## config.mk

```make
export PLATFORM = sky130hd
export DESIGN_NAME = alu_op_sequencer
export DESIGN_NICKNAME = d
export VERILOG_FILES = /design/src/rtl/alu_op_sequencer.sv
export SDC_FILE = /design/constraint.sdc
export NUM_CORES = 1
export LEC_CHECK = 0
export CELL_PAD_IN_SITES_DETAIL_PLACEMENT = 0
export CELL_PAD_IN_SITES_GLOBAL_PLACEMENT = 1
export CORE_ASPECT_RATIO = 1.4
export CORE_MARGIN = 2
export CORE_UTILIZATION = 33
export CTS_CLUSTER_DIAMETER = 30
export CTS_CLUSTER_SIZE = 8
export DETAILED_ROUTE_END_ITERATION = 10
export PLACE_DENSITY_LB_ADDON = 0.1
export SYNTH_ARGS = -nofsm -noshare
export SYNTH_HDL_FRONTEND = slang
export SYNTH_SLANG_ARGS = --single-unit
export TNS_END_PERCENT = 5
```

## constraint.sdc

```tcl
create_clock -name clk -period 2.84 [get_ports clk]
set_input_delay 0.426 -clock clk [delete_from_list [all_inputs] [get_ports clk]]
set_output_delay 0.426 -clock clk [all_outputs]
set_load 0.01 [all_outputs]
```

## src/rtl/alu_op_sequencer.sv

```systemverilog
// alu_op_sequencer
//   Accepts one ALU operation per request handshake, drives the external
//   `alu` datapath for one cycle, optionally applies the second-cycle BCD
//   correction, and presents the final byte plus N/Z/C/V on a valid/ready
//   result port.
// Ports:
//   clk, rst_n              clock, async active-low reset
//   req_valid/req_ready     request handshake (ready only in IDLE)
//   req_op/a/b/c/v/decimal  operation, operands, incoming C/V, D flag
//   alu_*  (out)            operands, carry-in, daa and one-hot selects to alu
//   alu_out/acr/hc/avr (in) alu result and flags
//   res_valid/res_ready     result handshake
//   res_data, res_n/z/c/v   final byte and flags, stable while res_valid
module alu_op_sequencer (
    input  logic       clk,
    input  logic       rst_n,
    input  logic       req_valid,
    output logic       req_ready,
    input  logic [2:0] req_op,
    input  logic [7:0] req_a,
    input  logic [7:0] req_b,
    input  logic       req_c,
    input  logic       req_v,
    input  logic       req_decimal,
    output logic [7:0] alu_a,
    output logic [7:0] alu_b,
    output logic       alu_i_addc,
    output logic       alu_daa,
    output logic       alu_sums,
    output logic       alu_ands,
    output logic       alu_ors,
    output logic       alu_eors,
    output logic       alu_srs,
    input  logic [7:0] alu_out,
    input  logic       alu_acr,
    input  logic       alu_hc,
    input  logic       alu_avr,
    output logic       res_valid,
    input  logic       res_ready,
    output logic [7:0] res_data,
    output logic       res_n,
    output logic       res_z,
    output logic       res_c,
    output logic       res_v
);

    localparam logic [2:0] OP_ADC = 3'd0, OP_SBC = 3'd1, OP_CMP = 3'd2, OP_AND = 3'd3,
                           OP_ORA = 3'd4, OP_EOR = 3'd5, OP_LSR = 3'd6, OP_ROR = 3'd7;

    typedef enum logic [1:0] {IDLE, EXEC, ADJUST, DONE} state_t;

    state_t     state, state_nx;

    logic [2:0] op_q;
    logic [7:0] a_q, b_q;
    logic       c_q, v_q, d_q;
    logic [7:0] cap_out;
    logic       cap_acr, cap_hc, cap_avr;

    logic       dec_path;
    logic       accept;
    logic       load_res;
    logic [7:0] fin;
    logic       fin_c, fin_v;
    logic [3:0] lo_add, hi_add;

    // Decimal mode only matters for ADC/SBC; CMP and logic/shift ignore D.
    assign dec_path = d_q && (op_q == OP_ADC || op_q == OP_SBC);
    assign accept   = req_valid && (state == IDLE);
    assign load_res = (state == EXEC && !dec_path) || (state == ADJUST);

    // State register
    always_ff @(posedge clk or negedge rst_n) begin
        if (!rst_n) state <= IDLE;
        else        state <= state_nx;
    end

    // Next-state logic
    always_comb begin
        state_nx = state;
        case (state)
            IDLE:    if (req_valid) state_nx = EXEC;
            EXEC:    state_nx = dec_path ? ADJUST : DONE;
            ADJUST:  state_nx = DONE;
            DONE:    if (res_ready) state_nx = IDLE;
            default: state_nx = IDLE;
        endcase
    end

    // Output logic: alu lines are driven only in EXEC, zero elsewhere.
    always_comb begin
        req_ready  = (state == IDLE);
        res_valid  = (state == DONE);
        alu_a      = 8'h00;
        alu_b      = 8'h00;
        alu_i_addc = 1'b0;
        alu_daa    = 1'b0;
        alu_sums   = 1'b0;
        alu_ands   = 1'b0;
        alu_ors    = 1'b0;
        alu_eors   = 1'b0;
        alu_srs    = 1'b0;
        if (state == EXEC) begin
            alu_a = a_q;
            case (op_q)
                OP_ADC: begin alu_sums = 1'b1; alu_b = b_q;  alu_i_addc = c_q; alu_daa = d_q; end
                OP_SBC: begin alu_sums = 1'b1; alu_b = ~b_q; alu_i_addc = c_q; end
                OP_CMP: begin alu_sums = 1'b1; alu_b = ~b_q; alu_i_addc = 1'b1; end
                OP_AND: begin alu_ands = 1'b1; alu_b = b_q; end
                OP_ORA: begin alu_ors  = 1'b1; alu_b = b_q; end
                OP_EOR: begin alu_eors = 1'b1; alu_b = b_q; end
                OP_LSR: begin alu_srs  = 1'b1; end
                default: begin alu_srs = 1'b1; alu_i_addc = c_q; end  // ROR
            endcase
        end
    end

    // Final byte/flags: straight from alu in EXEC, BCD-corrected in ADJUST.
    // Each nibble is corrected independently (4-bit wrap, no inter-nibble carry).
    always_comb begin
        if (op_q == OP_ADC) begin
            lo_add = cap_hc  ? 4'h6 : 4'h0;
            hi_add = cap_acr ? 4'h6 : 4'h0;
        end else begin
            lo_add = cap_hc  ? 4'h0 : 4'hA;
            hi_add = cap_acr ? 4'h0 : 4'hA;
        end
        if (state == ADJUST) begin
            fin   = {cap_out[7:4] + hi_add, cap_out[3:0] + lo_add};
            fin_c = cap_acr;
            fin_v = cap_avr;
        end else begin
            fin   = alu_out;
            fin_c = (op_q == OP_AND || op_q == OP_ORA || op_q == OP_EOR) ? c_q : alu_acr;
            fin_v = (op_q == OP_ADC || op_q == OP_SBC) ? alu_avr : v_q;
        end
    end

    // Request latch, alu capture and result registers
    always_ff @(posedge clk or negedge rst_n) begin
        if (!rst_n) begin
            op_q     <= 3'd0;
            a_q      <= 8'h00;
            b_q      <= 8'h00;
            c_q      <= 1'b0;
            v_q      <= 1'b0;
            d_q      <= 1'b0;
            cap_out  <= 8'h00;
            cap_acr  <= 1'b0;
            cap_hc   <= 1'b0;
            cap_avr  <= 1'b0;
            res_data <= 8'h00;
            res_n    <= 1'b0;
            res_z    <= 1'b0;
            res_c    <= 1'b0;
            res_v    <= 1'b0;
        end else begin
            if (accept) begin
                op_q <= req_op;
                a_q  <= req_a;
                b_q  <= req_b;
                c_q  <= req_c;
                v_q  <= req_v;
                d_q  <= req_decimal;
            end
            if (state == EXEC) begin
                cap_out <= alu_out;
                cap_acr <= alu_acr;
                cap_hc  <= alu_hc;
                cap_avr <= alu_avr;
            end
            if (load_res) begin
                res_data <= fin;
                res_n    <= fin[7];
                res_z    <= (fin == 8'h00);
                res_c    <= fin_c;
                res_v    <= fin_v;
            end
        end
    end

endmodule

```

* Yosys cells after proc, flatten, opt, wreduce, memory -nomap -nowiden
Cells that the tools add are included.
** Word-level totals
- Register bits :: 47
- Latch bits :: 0
- RAM bits :: 0
- Memory bits (read-only) :: 0
- Bits of input ports :: 37
- Output and inout port bits :: 37
- Memories :: 0
** Operators by class
- Add/subtract/negate cells :: 2
- Multipliers :: 0
- Divide/modulo/power cells :: 0
- $lt $le $gt $ge :: 0
- Eq/ne operators :: 11
- Shift operators :: 0
- Muxes and demuxes :: 32
- Bitwise operators :: 1
- Reduce and logical (&&, ||, !) cells :: 17
** Operators with widths (number)
- two-way mux 8 bit :: 3
- two-way mux 1 bit :: 18
- two-way mux 4 bit :: 4
- case mux 8 bit (2 select lines) :: 1
- == test 3 bit, second input constant :: 3
- adder 4 bit :: 2
- logical NOT 8 bit :: 1
- NOT 8 bit :: 1
- case mux 2 bit (4 select lines) :: 1
- OR reduction 4 bit :: 2
- == test 3 x 2 -> 1 bit, second input constant :: 2
- two-way mux 3 bit :: 2
- OR reduction 6 bit :: 1
- == test 2 bit, second input constant :: 2
- logical OR 1 bit :: 4
- two-way mux 2 bit :: 2
- == test 3 x 1 -> 1 bit, second input constant :: 1
- logical AND 1 bit :: 3
- logical NOT 3 bit :: 1
- OR reduction 3 bit :: 1
- == test 2 x 1 -> 1 bit, second input constant :: 1
- logical NOT 2 bit :: 1
- != test 2 x 1 -> 1 bit, second input constant :: 1
- != test 2 bit, second input constant :: 1
- 4 further kinds :: 4

* Depth between registers and ports, before layout
Gate-level depths: netlist (run 1).
- Depth after elaboration :: 6
- Mapped depth :: 13
- Depth with buffers taken out :: 11

* Worst setup path after synthesis (run 1)
Ideal clock, no wire load.
- Kind :: register -> register
- Start :: register op_q[1]
- End :: register res_data[3]
- Setup time :: 0.125 ns
- Arrival :: 2.572 ns
- Setup slack :: 0.143 ns
- Stages on the path, launching flop included :: 14
- Period minus slack after synthesis :: 2.697 ns
- Cell sequence :: dfrtp_1 -> buf_2 -> buf_2 -> nor3_1 -> inv_1 -> ha_1 -> inv_1 -> ha_1 -> inv_1 -> fa_1 -> xnor2_1 -> xnor2_1 -> a21oi_1 -> mux2_4
** Between the ends
- Cells in the longest elaborated chain, start to end :: 6
** Ends and longest elaborated chain
- start: declaration :: line 54 : logic [2:0] op_q;
- start signal: assignment :: line 159 : op_q <= req_op;
- parallel branches: the longest is 6 deep, another holds adder 4 bit
- end signal: assignment :: line 173 : res_data <= fin;
- end: declaration :: line 40 : output logic [7:0] res_data,
Parallel ways; which one is timed is not known.
A chain may end at the register's enable or synchronous reset.

* Worst setup path after layout (run 1)
- Start :: register op_q[0]
- End :: output alu_b[6]
** Between the ends
- Cells in the longest elaborated chain, start to end :: 4
** Ends and longest elaborated chain
- == test 3 x 2 -> 1 bit, or another cell as far along :: line 105 : case (op_q)
- OR reduction 4 bit (no line) / OR reduction 2 bit (equally long branches)
- case mux 8 bit (2 select lines) (*) :: line 105
- two-way mux 8 bit (*) :: line 103 : if (state == EXEC) begin
- end: declaration :: line 26 : output logic [7:0] alu_b,
Every way passes the cells marked *; elsewhere a longest branch is shown, timed or not.

==> run metrics, run 1 <==
Worst path max stage delay 0.53 ns; initial antenna violation count 0; DR pass1 iterations 4; post-DP HPWL 4500 um; Stages on worst setup path 6; Max-cap violations 0; Setup crit start kind register; CTS tree done; RSZ-0062 raised after global routing false; Core ar. 7800 um^2; Synth Register Bits 46; row count 38; DIE AREA 8850 um^2; period utilization 0.923; Crit path max-delay family buffers and inverters; CTS max path bufs 2; Pins Over Slew Limit 0; Critical Path Fanout Max 25; Peak VDD IR 0.436 mV; Slew HR 0.726; Layout Area Growth over Synthesis 33.8%; Vias per Instance 4.72; final wirelength 6080 um; post-CTS repair timing setup buffer count 0; htree depth 2; post-synthesis xor/xnor area fraction 0.0416; global route overflow 0; final RePlAce weighted congestion 0.726; Synth Area in Adders 0.0617; Fill cells 783; Synth Area per Inst 10.9 um^2; largest family of logic cells by synthesized area multiplexers; share of layout cells above drive strength 1 0.170; Pwr Density 1150 nW/um^2; fmax 382 MHz; Post-synth ARST share 1.00; Post-Syn Area 2680 um^2; post-CTS resize count 0; CTS Buf Count 5; wire per inst 14.5 um; cts hold-fix bufs 0; syn_nets 295; Starting Density 0.343; Distinct cells, synth 39; DRT iter0 DRCs 44; Critical Path RT 2.41 ns; clock root buffer clkbuf_8; fraction of the yosys area taken by sequential cells 0.430; mux share of post-synthesis cell area 0.179; Clock transition at path regs 0.08 ns; # IOs 74; reg2reg path depth 11; GRT Total Usage 0.147; Worst-Margin Slew 0.411 ns; Hold Vio Cnt, Final 0; post-synthesis compound-gate area fraction 0.0949; ordered list of cells on the worst path buf_4 > nor2b_1 > nor2_2 > o2bb2ai_1 > and2_1 > clkdlybuf4s50_1; pin count of the biggest net entering global routing 31; Main synth FF type dfrtp_1; worst path bufs/invs 2; Die W 80.1 um; antenna cell count 0; clock skew 0.00358 ns; Buffers on Ports 73; Nets 367; cells after synthesis 246; vias in the first global route 2082; Post-Synth Simple-Gate Area 0.138; Worst setup EP type primary output; outcome completed; post-layout util 0.459; first-pass GRT wire length 10300 um; ANT nets after route 0; via count 1972; Die Y 111 um; Clock Latency Late Sink 0.29 ns; Num Clock Sinks 46; DRC violations left 0; Tmin final 2.62 ns; Setup-failing EPs final 0; hold crit path type in -> async; slowest CP cell clkdlybuf4s50_1; LEAKAGE 1.48 nW; EDFF count, synth 0; synth warn 0; crit path kind reg -> out; CP Data Arrival Time 2.19 ns; setup tns final 0 ns
## final cells by class
class / count / area (um^2) / share of cell area
Clock buffer: 7 / 76.3 / 0.0213
Inverter: 14 / 52.6 / 0.0147
Timing Repair Buffer: 82 / 793 / 0.222
Tap cell: 100 / 125 / 0.0350
Multi-Input combinational cell: 169 / 1380 / 0.386
Sequential cell: 46 / 1150 / 0.322
## final timing paths
| check | startpoint | end | slack (ns) |
|---|---|---|---|
| max in group asynchronous | rst_n | cap_out[2] | 2.04 |
| hold reg to reg | cap_avr | res_v | 0.49 |
| hold / removal | rst_n | state[1] | 0.06 |
| min in group clk | cap_avr | res_v | 0.49 |
| setup reg to reg | op_q[1] | res_z | 0.34 |
| setup / recovery | op_q[0] | alu_b[6] | 0.22 |
## registers in the layout (all words and copies together), names as in the netlist
| signal | count |
|---|---|
| v_q | 1 |
| a_q | 8 |
| cap_acr | 1 |
| res_c | 1 |
| cap_hc | 1 |
| state | 2 |
| cap_avr | 1 |
| cap_out | 8 |
| res_z | 1 |
| c_q | 1 |
| res_v | 1 |
| res_data | 8 |
| b_q | 8 |
| d_q | 1 |
| op_q | 3 |
## synthesized netlist by cell type, types with 8 or more instances
cell type	n	area, um^2
dfrtp_1	46	1150
mux2_2	31	349
nand2_1	17	63.8
and2_1	16	100
a21oi_1	14	70.1
inv_1	14	52.6
buf_2	10	50.1
ha_1	10	125
mux2i_1	10	100
xnor2_1	10	87.6
nor3b_1	9	67.6
o2bb2ai_1	8	70.1
## routing by layer
metal  global-route usage  wire length, um  up-vias
met3               0.0270              238        6
met1                0.186             2640      934
met5                    0                0        -
met2                0.250             3120       48
li1                     -                -      984
met4               0.0441               82        0
## power by group
part	internal, mW	switching (mW)
clock network	0.170	0.206
registers	0.994	0.232
logic	1.37	1.14
## logic make-up (layout without fill, tap and decap cells)
kind of cell | Yosys count | after routing
adder cells (fa/ha/maj) | 12 | 12
multiplexers | 43 | 43
AND/OR/NAND/NOR | 64 | 64
XOR/XNOR | 11 | 11
AO/OA/AOI/OAI | 39 | 39
buffers and inverters | 31 | 103
flip-flops | 46 | 46
## through the flow
step	instance area (um^2)	hold WS [ns]	setup slack [ns]	instances	power, mW
2_1_floorplan	2680	0.130	0.143	246	2.92
3_3_place_gp	3500	0.384	0.401	411	3.76
3_5_place_dp	3500	0.387	0.351	411	3.78
4_1_cts	3580	0.0626	0.199	418	4.18
5_1_grt	3580	0.0696	0.0543	418	4.51
6_report	3580	0.0568	0.219	418	4.11
## layout by cell type, fill, tap and decap left out, types with 2 or more instances in the layout
cell / n
a21oi_1: 14
dfrtp_1: 46
ha_1: 10
and2_1: 16
nor2b_1: 2
o21ai_1: 5
clkbuf_8: 5
o31ai_1: 2
clkdlybuf4s50_1: 72
o2bb2ai_1: 8
mux2i_1: 10
nor3_1: 2
clkbuf_1: 2
nor3b_1: 9
buf_4: 9
nand2_1: 17
xnor2_1: 10
inv_1: 14
nor2_1: 7
mux2_2: 31
fa_1: 2
mux2_4: 2
o21ai_0: 6
No activity file was read; power rests on OpenSTA's default activity.
==> inputs of run 2 (changes only) <==
--- a/config.mk
+++ b/config.mk
@@ -5,10 +5,10 @@
 export SDC_FILE = /design/constraint.sdc
 export NUM_CORES = 1
 export LEC_CHECK = 0
+export CAP_MARGIN = 10
 export CELL_PAD_IN_SITES_DETAIL_PLACEMENT = 0
 export CELL_PAD_IN_SITES_GLOBAL_PLACEMENT = 1
 export CORE_ASPECT_RATIO = 1.4
-export CORE_MARGIN = 2
 export CORE_UTILIZATION = 33
 export CTS_CLUSTER_DIAMETER = 30
 export CTS_CLUSTER_SIZE = 8
==> run 2 against run 1 <==
  * Critical path depth unchanged
  * Combinational power about the same
  * Via count increased by 2.0%
  * Total power increased by 1.4%
  * Sequential share of layout area decreased by 0.23 points
  * Die area decreased by 4.3%
  * Clock skew increased by 0.0061 ns
  * Non-clock buffer count increased by 1
  * Sequential power about the same
  * Routed wire length increased by 1.4%
  * Largest cell class unchanged
==> run metrics, run 2 (synthesis results as in run 1) <==
CTS tree done; Peak VDD IR 0.647 mV (+48%); FF/Latch Area 1150 um^2 (unchanged); wire per inst 14.7 um (+0.93%); cts hold-fix bufs 0 (unchanged); hold crit path type in -> async; Die W 78.1 um (-2.5%); pin count of the biggest net entering global routing 30 (-3.2%); post-DP HPWL 4510 um (+0.18%); Clock Latency Late Sink 0.30 ns (about the same); Nets 368 (+0.27%); DRC violations left 0 (unchanged); Max-cap violations 0 (unchanged); post-CTS repair timing setup buffer count 0 (unchanged); Vias per Instance 4.79 (+1.5%); RSZ-0062 raised after global routing false; row count 38 (unchanged); Net Sw Power 1.61 mW (+1.8%); commonest non-fill, non-tap cell in the layout clkdlybuf4s50_1; Starting Density 0.343 (unchanged); area occupied by multi-input gates 1380 um^2 (unchanged); Worst-Margin Slew 0.618 ns (+0.206 ns); htree depth 2 (unchanged); clock root buffer clkbuf_8; register share of total power 0.292 (-0.007); Worst setup EP type primary output; global route overflow 0 (unchanged); DR pass1 iterations 4 (unchanged); Die Y 109 um (-1.8%); switching part of the total power 0.386 (+0.00168); initial antenna violation count 0 (unchanged); crit path kind reg -> out; final wirelength 6160 um (+1.4%); outcome completed; GRT Total Usage 0.159 (+0.0119); via count 2011 (+2.0%); commonest cells after routing, fill and taps aside clkdlybuf4s50_1 (72), dfrtp_1 (46), mux2_2 (31); CP Data Arrival Time 2.23 ns (+0.04 ns); Final Power 4.17 mW (+1.4%); ANT nets after route 0 (unchanged); DRT iter0 DRCs 57 (+30%); Setup-failing EPs final 0 (unchanged); Setup crit start kind register; Clock transition at path regs 0.09 ns (about the same); Buffers on Ports 73 (unchanged); first-pass GRT wire length 10600 um (+2.7%); Layout Area Growth over Synthesis 34.8%; Core ar. 7800 um^2 (unchanged); CTS max path bufs 2 (unchanged); Hold Vio Cnt, Final 0 (unchanged); vias in the first global route 2183 (+4.9%); post-CTS resize count 0 (unchanged); Fill cells 775 (-1.0%); Pwr Density 1160 nW/um^2 (+0.63%); Internal Pwr Total 2.56 mW (+1.1%); period utilization 0.937 (+0.0137); fmax 376 MHz (-1.5%); clock skew 0.00967 ns (+0.00610 ns); Slew HR 0.588 (-0.137); # IOs 74 (unchanged); Tmin final 2.66 ns (+0.0389 ns); part of the power in combinational logic 0.606 (-0.004); antenna cell count 0 (unchanged); setup tns final 0 ns (unchanged); CTS Buf Count 5 (unchanged); Pins Over Slew Limit 0 (unchanged); final RePlAce weighted congestion 0.744 (+2.4%); DIE AREA 8480 um^2 (-4.3%); Clock power frac 0.102 (+0.011); Critical Path Fanout Max 25 (unchanged); Num Clock Sinks 46 (unchanged); LEAKAGE 1.50 nW (+0.92%); Critical Path RT 2.41 ns (about the same); share of layout cells above drive strength 1 0.181 (+0.0114)
==> run 2: final cells by class <==
cell class | instances | share of cell area
repair buffers | 83 | 0.222
clock inverters | 2 | 0.00347
multi-input cells | 169 | 0.383
well taps | 100 | 0.0347
clock buffers | 6 | 0.0229
inverters | 14 | 0.0146
flip-flops and latches | 46 | 0.319
==> run 2: final timing paths <==
check                        start  depth (start not counted)          to  slack (ns)
min                          rst_n                          1      b_q[0]       0.002
max in group asynchronous    rst_n                          2  cap_out[7]        2.26
max                        op_q[0]                          6    alu_b[1]        0.18
min in group clk            a_q[6]                          1      a_q[6]        0.51
max reg2reg                op_q[1]                         11       res_z        0.31
min reg2reg                 a_q[6]                          1      a_q[6]        0.51
==> run 2: metrics by stage <==
stage | setup WS, ns | utilization | cell area [um^2] | hold WS, ns | instances
floorplan | 0.143 | - | 2680 | 0.130 | 246
global placement | 0.371 | 0.450 | 3510 | 0.333 | 412
detailed placement | 0.273 | 0.450 | 3510 | 0.335 | 412
CTS | 0.156 | 0.462 | 3600 | 0.00792 | 420
global route | 0.0513 | 0.462 | 3600 | 0.0171 | 420
finish | 0.180 | 0.462 | 3600 | 0.00212 | 420
==> run 2: critical path: stages (launching register included) <==
cell,delay (ns)
dfrtp_1,0.39
buf_4,0.22
nor2b_1,0.18
nor2_2,0.31
o2bb2ai_1,0.16
and2_1,0.14
clkdlybuf4s50_1,0.53
==> run 2: per-layer routing <==
layer  up-vias  global-route usage  wire length, um
met5         -                   0                0
met4         0              0.0780              191
met3        13              0.0253              243
met2        53               0.273             3030
met1       960               0.192             2700
li1        985                   -                -
==> run 2: power by group through the flow <==
stage,clock [mW],combinational [mW],sequential [mW]
floorplan,0,1.71,1.21
global placement,0,2.52,1.23
detailed placement,0,2.54,1.24
CTS,0.441,2.56,1.23
global route,0.461,2.83,1.27
finish,0.424,2.52,1.22
==> inputs of run 3 (changes only) <==
--- a/config.mk
+++ b/config.mk
@@ -5,7 +5,7 @@
 export SDC_FILE = /design/constraint.sdc
 export NUM_CORES = 1
 export LEC_CHECK = 0
-export CAP_MARGIN = 10
+export CAP_MARGIN = 20
 export CELL_PAD_IN_SITES_DETAIL_PLACEMENT = 0
 export CELL_PAD_IN_SITES_GLOBAL_PLACEMENT = 1
 export CORE_ASPECT_RATIO = 1.4
@@ -13,6 +13,7 @@
 export CTS_CLUSTER_DIAMETER = 30
 export CTS_CLUSTER_SIZE = 8
 export DETAILED_ROUTE_END_ITERATION = 10
+export GPL_TIMING_DRIVEN = 0
 export PLACE_DENSITY_LB_ADDON = 0.1
 export SYNTH_ARGS = -nofsm -noshare
 export SYNTH_HDL_FRONTEND = slang
==> run 3 against run 2 <==
  * Non-clock buffer count increased by 6
  * Largest power group unchanged
  * Register-to-register slack got worse by 0.14 ns
  * Cell count increased by 1.4%
  * Combinational power increased by 5%
  * Count of clock-buffer cells in the layout increased by 1
  * Total power increased by 4.2%
  * Maximum frequency decreased by 0.98%
  * First-iteration DRC count decreased by 23%
  * Routed wire length increased by 4.1%
  * Worst hold slack improved by 0.086 ns
==> run metrics, run 3 (synthesis results as in run 1) <==
RSZ-0062 raised after global routing false; worst path bufs/invs 4 (+2); Clock transition at path regs 0.08 ns (about the same); commonest non-fill, non-tap cell in the layout clkdlybuf4s50_1; final RePlAce weighted congestion 0.758 (+2.0%); htree depth 2 (unchanged); hold crit path type in -> async; antenna cell count 0 (unchanged); Vias per Instance 4.86 (+1.5%); final wirelength 6420 um (+4.1%); share of layout cells above drive strength 1 0.193 (+0.0120); ordered list of cells on the worst path inv_1 > ha_1 > buf_6 > buf_4 > a21boi_0 > clkdlybuf4s50_1; Worst setup EP type primary output; Net Sw Power 1.66 mW (+3.5%); Nets 374 (+1.6%); CTS max path bufs 2 (unchanged); Peak VDD IR 0.518 mV (-20%); first-pass GRT wire length 10400 um (-1.9%); crit path kind reg -> out; Pins Over Slew Limit 0 (unchanged); DRT iter0 DRCs 44 (-23%); slowest CP cell clkdlybuf4s50_1; Setup crit start kind register; CTS tree done; Setup-failing EPs final 0 (unchanged); reg2reg path depth 12 (+1); Worst path max stage delay 0.57 ns (+0.04 ns); post-route setup slack 0.154 ns (-0.0262 ns); Final Cell Area 3680 um^2 (+2.2%); Internal Pwr Total 2.68 mW (+4.7%); R2R setup slack 0.17 ns (-0.14 ns); Die Y 109 um (unchanged); clock skew 0.00434 ns (-0.00533 ns); initial antenna violation count 0 (unchanged); switching part of the total power 0.383 (-0.00267); Max-cap violations 0 (unchanged); register share of total power 0.281 (-0.011); Critical Path Fanout Max 10 (-60%); pin count of the biggest net entering global routing 28 (-6.7%); Buffers on Ports 73 (unchanged); DR pass1 iterations 5 (+1); Setup WS pre-CTS -0.355 ns (-0.628 ns); ANT nets after route 0 (unchanged); Hold Vio Cnt, Final 0 (unchanged); Clock Latency Late Sink 0.29 ns (about the same); Core ar. 7800 um^2 (unchanged); commonest cells after routing, fill and taps aside clkdlybuf4s50_1 (70), dfrtp_1 (46), mux2_2 (31); wire per inst 15.1 um (+2.7%); period utilization 0.946 (+0.00924); Crit path max-delay family buffers and inverters; Pwr Density 1180 nW/um^2 (+2.0%); via count 2070 (+2.9%); Critical Path RT 2.41 ns (about the same); LEAKAGE 1.55 nW (+3.9%); fmax 372 MHz (-0.98%); post-DP HPWL 4910 um (+8.9%); DIE AREA 8480 um^2 (unchanged); row count 38 (unchanged); Slew HR 0.668 (+0.0800); vias in the first global route 2081 (-4.7%); Die W 78.1 um (unchanged); Layout Area Growth over Synthesis 37.7%; R2R Path End res_z; outcome completed; part of the power in combinational logic 0.607 (about the same); Starting Density 0.343 (unchanged); # IOs 74 (unchanged); global route overflow 0 (unchanged); CTS Buf Count 5 (unchanged); Post-DP Area 3550 um^2 (+1.0%); Num Clock Sinks 46 (unchanged); clock root buffer clkbuf_8; CP Data Arrival Time 2.26 ns (+0.03 ns); worst reg2reg path startpoint op_q[1]; Worst-Margin Slew 0.498 ns (-0.120 ns); Clock power frac 0.111 (+0.009); Tmin final 2.69 ns (+0.0262 ns); GRT Total Usage 0.158 (-0.000744); cts hold-fix bufs 0 (unchanged); DRC violations left 0 (unchanged); setup tns final 0 ns (unchanged)
run 3: layout make-up:
class	instances	area [um^2]
well taps	100	125
plain buffers	14	91.3
inverters	14	52.6
repair buffers	75	754
fillers	755	4110
multi-input cells	169	1400
clock buffers	7	76.3
clock inverters	1	30.0
flip-flops and latches	46	1150
run 3: per-layer routing:
metal / wire length (um) / part of all wire / GRT usage
met2: 3410 / 0.53 / 0.284
met4: 148 / 0.023 / 0.0675
met1: 2630 / 0.41 / 0.185
met3: 231 / 0.036 / 0.0253
met5: 0 / 0 / 0
run 3: timing repair:
action,CTS,global route
pin swaps,2,1
gates resized for setup,8,6
setup buffers,1,0
hold endpoints to repair,0,0
endpoints found under the setup margin,24,10
run 3: worst max path at each step:
stage / startpoint / slack, ns / cells past startpoint / to
after global placement: op_q[1] / -0.34 / 13 / res_z
final: state[1] / 0.15 / 6 / alu_i_addc
after CTS: op_q[1] / 0.02 / 12 / res_z
after global routing: op_q[1] / 0.003 / 12 / res_z
after detailed placement: op_q[1] / -0.36 / 13 / res_z
after floorplan: op_q[1] / 0.14 / 13 / res_data[3]
run 3: per-stage QoR:
step / hold WS (ns) / cells / power, mW / utilization
3_3_place_gp: 0.466 / 419 / 3.82 / 0.453
6_report: 0.0878 / 426 / 4.34 / 0.472
5_1_grt: 0.120 / 426 / 4.70 / 0.472
3_5_place_dp: 0.422 / 420 / 3.85 / 0.455
4_1_cts: 0.0965 / 426 / 4.40 / 0.471
2_1_floorplan: 0.130 / 246 / 2.92 / -
run 3: worst register-to-register path: cells and delay by family, from the launching register on:
family | cells | cell delay, ns
compound gates | 2 | 0.31
flops | 1 | 0.40
simple gates | 3 | 0.56
fa+ha+maj | 3 | 0.93
buf+inv | 4 | 0.39
run 3: power by group through the flow:
stage	sequential (mW)	combinational, mW	clock (mW)
3_5_place_dp	1.24	2.62	0
6_report	1.22	2.64	0.483
2_1_floorplan	1.21	1.71	0
4_1_cts	1.23	2.66	0.509
5_1_grt	1.27	2.90	0.525
3_3_place_gp	1.23	2.59	0
